$ cat src/rtl/store_queue.sv
// Store queue between the mem stage and the data-memory port: holds stores in program
// order, drains committed ones to memory, squashes uncommitted ones on flush, and forwards to loads.
module store_queue #(
    parameter int DEPTH = 8,
    parameter int IDX_W = $clog2(DEPTH)
) (
    input  logic             clock,
    input  logic             reset,
    input  logic             enq_valid,
    output logic             enq_ready,
    input  logic [31:0]      enq_addr,
    input  logic [31:0]      enq_data,
    input  logic [1:0]       enq_size,
    input  logic             commit_valid,
    input  logic             flush,
    output logic             mem_req_valid,
    output logic [31:0]      mem_req_addr,
    output logic [31:0]      mem_req_data,
    output logic [1:0]       mem_req_size,
    input  logic             mem_req_ack,
    input  logic [31:0]      fwd_addr,
    output logic             fwd_hit,
    output logic [31:0]      fwd_data,
    output logic             fwd_stall,
    output logic [IDX_W:0]   count
);
    localparam logic [IDX_W:0] PTR_ONE = (IDX_W+1)'(1);

    // Pointers carry an extra wrap bit in the MSB to tell full from empty.
    logic [IDX_W:0] head, cmt, tail;
    logic [IDX_W:0] cmt_next;
    logic [31:0]    addr_mem [DEPTH];
    logic [31:0]    data_mem [DEPTH];
    logic [1:0]     size_mem [DEPTH];
    logic           full, do_enq, do_cmt, do_deq;
    logic [IDX_W:0]   scan_off;
    logic [IDX_W-1:0] scan_slot;

    assign count         = tail - head;
    assign full          = (tail[IDX_W-1:0] == head[IDX_W-1:0]) && (tail[IDX_W] != head[IDX_W]);
    assign enq_ready     = !full;
    assign mem_req_valid = (head != cmt);
    assign mem_req_addr  = addr_mem[head[IDX_W-1:0]];
    assign mem_req_data  = data_mem[head[IDX_W-1:0]];
    assign mem_req_size  = size_mem[head[IDX_W-1:0]];

    assign do_enq   = enq_valid && enq_ready && !flush;
    assign do_cmt   = commit_valid && (cmt != tail);
    assign do_deq   = mem_req_valid && mem_req_ack;
    assign cmt_next = do_cmt ? cmt + PTR_ONE : cmt;

    // Flush rewinds tail to the post-commit cmt, so a same-cycle commit survives.
    always_ff @(posedge clock or negedge reset) begin
        if (!reset) begin
            head <= '0;
            cmt  <= '0;
            tail <= '0;
        end else begin
            if (do_deq)
                head <= head + PTR_ONE;
            cmt <= cmt_next;
            if (flush)
                tail <= cmt_next;
            else if (do_enq)
                tail <= tail + PTR_ONE;
        end
    end

    always_ff @(posedge clock) begin
        if (do_enq) begin
            addr_mem[tail[IDX_W-1:0]] <= enq_addr;
            data_mem[tail[IDX_W-1:0]] <= enq_data;
            size_mem[tail[IDX_W-1:0]] <= enq_size;
        end
    end

    // Scan oldest to youngest; a later match overrides, so the youngest matching entry decides.
    always_comb begin
        fwd_hit   = 1'b0;
        fwd_stall = 1'b0;
        fwd_data  = '0;
        scan_off  = '0;
        scan_slot = '0;
        for (int i = 0; i < DEPTH; i++) begin
            scan_off  = (IDX_W+1)'(i);
            scan_slot = head[IDX_W-1:0] + scan_off[IDX_W-1:0];
            if ((scan_off < count) && (addr_mem[scan_slot][31:2] == fwd_addr[31:2])) begin
                if (size_mem[scan_slot][1] && (addr_mem[scan_slot] == fwd_addr)) begin
                    fwd_hit   = 1'b1;
                    fwd_stall = 1'b0;
                    fwd_data  = data_mem[scan_slot];
                end else begin
                    fwd_hit   = 1'b0;
                    fwd_stall = 1'b1;
                    fwd_data  = '0;
                end
            end
        end
    end
endmodule

$ cat config.mk
export PLATFORM = sky130hd
export DESIGN_NAME = store_queue
export DESIGN_NICKNAME = d
export VERILOG_FILES = /design/src/rtl/store_queue.sv
export SDC_FILE = /design/constraint.sdc
export NUM_CORES = 2
export LEC_CHECK = 0
export ABC_AREA = 1
export CAP_MARGIN = 25
export CELL_PAD_IN_SITES_DETAIL_PLACEMENT = 0
export CELL_PAD_IN_SITES_GLOBAL_PLACEMENT = 1
export CORE_ASPECT_RATIO = 1.25
export CORE_MARGIN = 1.5
export CORE_UTILIZATION = 46
export DETAILED_ROUTE_END_ITERATION = 7
export PLACE_DENSITY_LB_ADDON = 0.15
export SYNTH_ARGS = -nofsm -noshare
export SYNTH_HDL_FRONTEND = slang
export SYNTH_SLANG_ARGS = --single-unit
$ cat constraint.sdc
create_clock -name clock -period 8.9 [get_ports clock]
set_input_delay 2.67 -clock clock [delete_from_list [all_inputs] [get_ports clock]]
set_output_delay 2.67 -clock clock [all_outputs]
set_load 0.02 [all_outputs]
==> results.toml <==
[pwr]
p_comb_share_pct = 72.4
seqPwrFrac_pct = 15.4
clkPwrFrac_pct = 12.2
power_density_mw_per_mm2 = 427
p_sw_share_pct = 56.4
vdd_drop_max_v = 0.000513
internal_power_mw = 9.00
p_switching_mw = 11.7
p_leak_nw = 22.0

[setup_path]
cp_slowest_cell = "clkdlybuf4s50_1"
crit_path_max_fanout = 16
worstPathRequired_ns = 6.23
critPathBufInv = 6
cp_common_cell = "nand2_1"
critPathMaxStageDelay_ns = 0.54
path_cells = "clkdlybuf4s50_1 -> buf_4 -> xor2_1 -> buf_4 -> nor4_1 -> nand2_1 -> nor2_1 -> nand2_1 -> inv_2 -> buf_12 -> o2111ai_1 -> nand2_1 -> nand2_1 -> nand2_1 -> nand2_1 -> nand2_1 -> nand2_1 -> nand2_1 -> dlygate4sd2_1"
critPathLaunchType = "input pin"
worstSetupPathType = "in2out"
cpLargestDelayFamily = "buffers and inverters"
end_kind = "output pin"
arrival_ns = 5.98

[placement]
place_area_mm2 = 0.0462
place_ws_ns = -0.148
port_buffers = 209
hpwl_um = 106000
placed_cells_incl_taps = 7042
gp_congestion = 1.03

[logic_synthesis]
syn_nets = 5918
yosys_warnings = 0
yosysSeqAreaShare_pct = 38.6
synth_seq_cells = 540
async_flop_share_pct = 2.22
syn_avg_cell_area_um2 = 7.20
synthCells = 5805
synth_cell_types = 52
synth-main-ff-cell = "edfxtp_1"
synth-edff-count = 528
netlist_area_mm2 = 0.0418

[clock_tree]
cts_root_buf = "clkbuf_16"
postCtsHoldBufs = 0
insertion_delay_ns = 0.68
ctsLongestPathBuffers = 3
clk_pin_slew_ns = 0.06
htree_levels = 2
cts_tree = "yes"
cts.sinks = 540
cts_buffers = 61

[sta]
rsz0062_at_grt = "false"
clock_skew_ns = 0.0249
setup_viol = 0
hold_violations = 0
fmax_mhz = 116
drv_slew = 0
setup_ws_ns = 0.252
finalSetupTns_ns = 0
slew_headroom_pct = 30.9
worst_pin_slew_ns = 1.04
finalCritPeriodShare_pct = 97.2
fin_crit_ns = 8.65

[floorplan]
num_rows = 123
die_w_um = 273
dieArea_mm2 = 0.0927
ios = 210
core_area_mm2 = 0.0900
fp.dieH_um = 340
start_util_pct = 46.4

[run_status]
run_status = "finished clean"

[final_layout]
final_common_cell = "nand2_1"
instances_no_fill = 7159
drive_above_1_share_pct = 7.07
multi_input_area_mm2 = 0.0223
fillers = 8684
final_cell_mix = "nand2_1, nand3_1, edfxtp_1"
design_area_mm2 = 0.0483
syn_to_final_growth_pct = 15.6
utilization_pct = 53.7
seq_area_mm2 = 0.0162
nets = 6035

[min_path]
hp-class = "reg2reg"

[route]
wl_um = 160000
wl_per_cell_um = 22.3
drc_errors = 0
firstDrtPassIters = 6
ant_nets = 0
vias_per_cell = 5.73
drt_first_iter_violations = 3676
vias = 41017

[global_route]
first_global_vias = 38239
grt_start_max_net_pins = 167
grt_pass1_wl_um = 236000
antenna_found_initial = 6
gr-total-overflow = 0
track_usage_pct = 33.9

[job]
max_cap_viol_count = 0
state kept, by name, indices dropped and copies added, names as in the netlist:
signal    flops
addr_mem    256
cmt           4
data_mem    256
head          4
size_mem     16
tail          4
Yosys cell counts (59+ instances only):
cell	number	area [um2]
o21ai_1	107	536
nand4_1	59	369
buf_2	164	821
nand2_1	2172	8150
nand3_1	833	4170
inv_1	343	1290
xor2_1	132	1160
mux2i_1	249	2490
o211ai_1	111	833
edfxtp_1	528	15900
nor2_1	139	522
clkbuf_1	131	492
o21ai_0	480	2400
what timing repair did:
action                                 in CTS  in global routing
resized for setup                          13                 35
buffers inserted                            1                  1
setup endpoints to repair                  33                 32
pin swaps                                   1                  3
endpoints found under the hold margin       0                  0
cloned                                      0                  0
stage by stage:
stage / total power, mW / hold slack (ns)
floorplan: 13.0 / 0.503
global placement: 17.8 / 0.525
detailed placement: 17.8 / 0.546
CTS: 20.4 / 0.558
global route: 22.1 / 0.582
finish: 20.7 / 0.559
layout make-up:
cell class              instances  area share, %
clock inverters                43          0.777
diodes                          2         0.0104
well taps                    1187           3.07
repair buffers                458           10.2
multi-input cells            4484           46.2
clock buffers                  68           3.26
flip-flops and latches        540           33.4
inverters                     377           3.01
layer usage:
metal  track usage [%]  share of wire (%)  routed length [um]
met5                 0              0.029                  46
met4              19.8                6.5               10400
met3              4.16                6.4               10300
met2              58.4                 48               76900
met1              40.6                 39               62000
final timing paths:
path	cells past startpoint	from	slack, ns	end
setup / recovery	19	fwd_addr[28]	0.25	fwd_data[2]
hold / removal	1	head[3]	0.56	head[3]
setup reg to reg	9	head[1]	4.79	addr_mem[4][21]
hold reg to reg	1	head[3]	0.56	head[3]
max in group asynchronous	1	reset	6.16	head[2]
min in group asynchronous	1	reset	2.34	cmt[2]
kinds of logic after synthesis:
| group | share of synthesized area (%) |
|---|---|
| AOI/OAI and AO/OA | 10.8 |
| adders and majority gates | 0.287 |
| and+or+nand+nor | 32.9 |
| muxes | 5.96 |
| DFF | 38.6 |
| buffers and inverters | 8.31 |
| xor gates and xnor gates | 3.08 |
power by group through the flow:
stage | Combinational (mW) | Clock [mW] | Sequential, mW
3_5_place_dp | 14.6 | 0 | 3.24
3_3_place_gp | 14.6 | 0 | 3.23
2_1_floorplan | 9.86 | 0 | 3.17
6_report | 14.9 | 2.53 | 3.18
4_1_cts | 14.7 | 2.56 | 3.18
5_1_grt | 16.2 | 2.64 | 3.21
(Power assumes the default switching activity.)
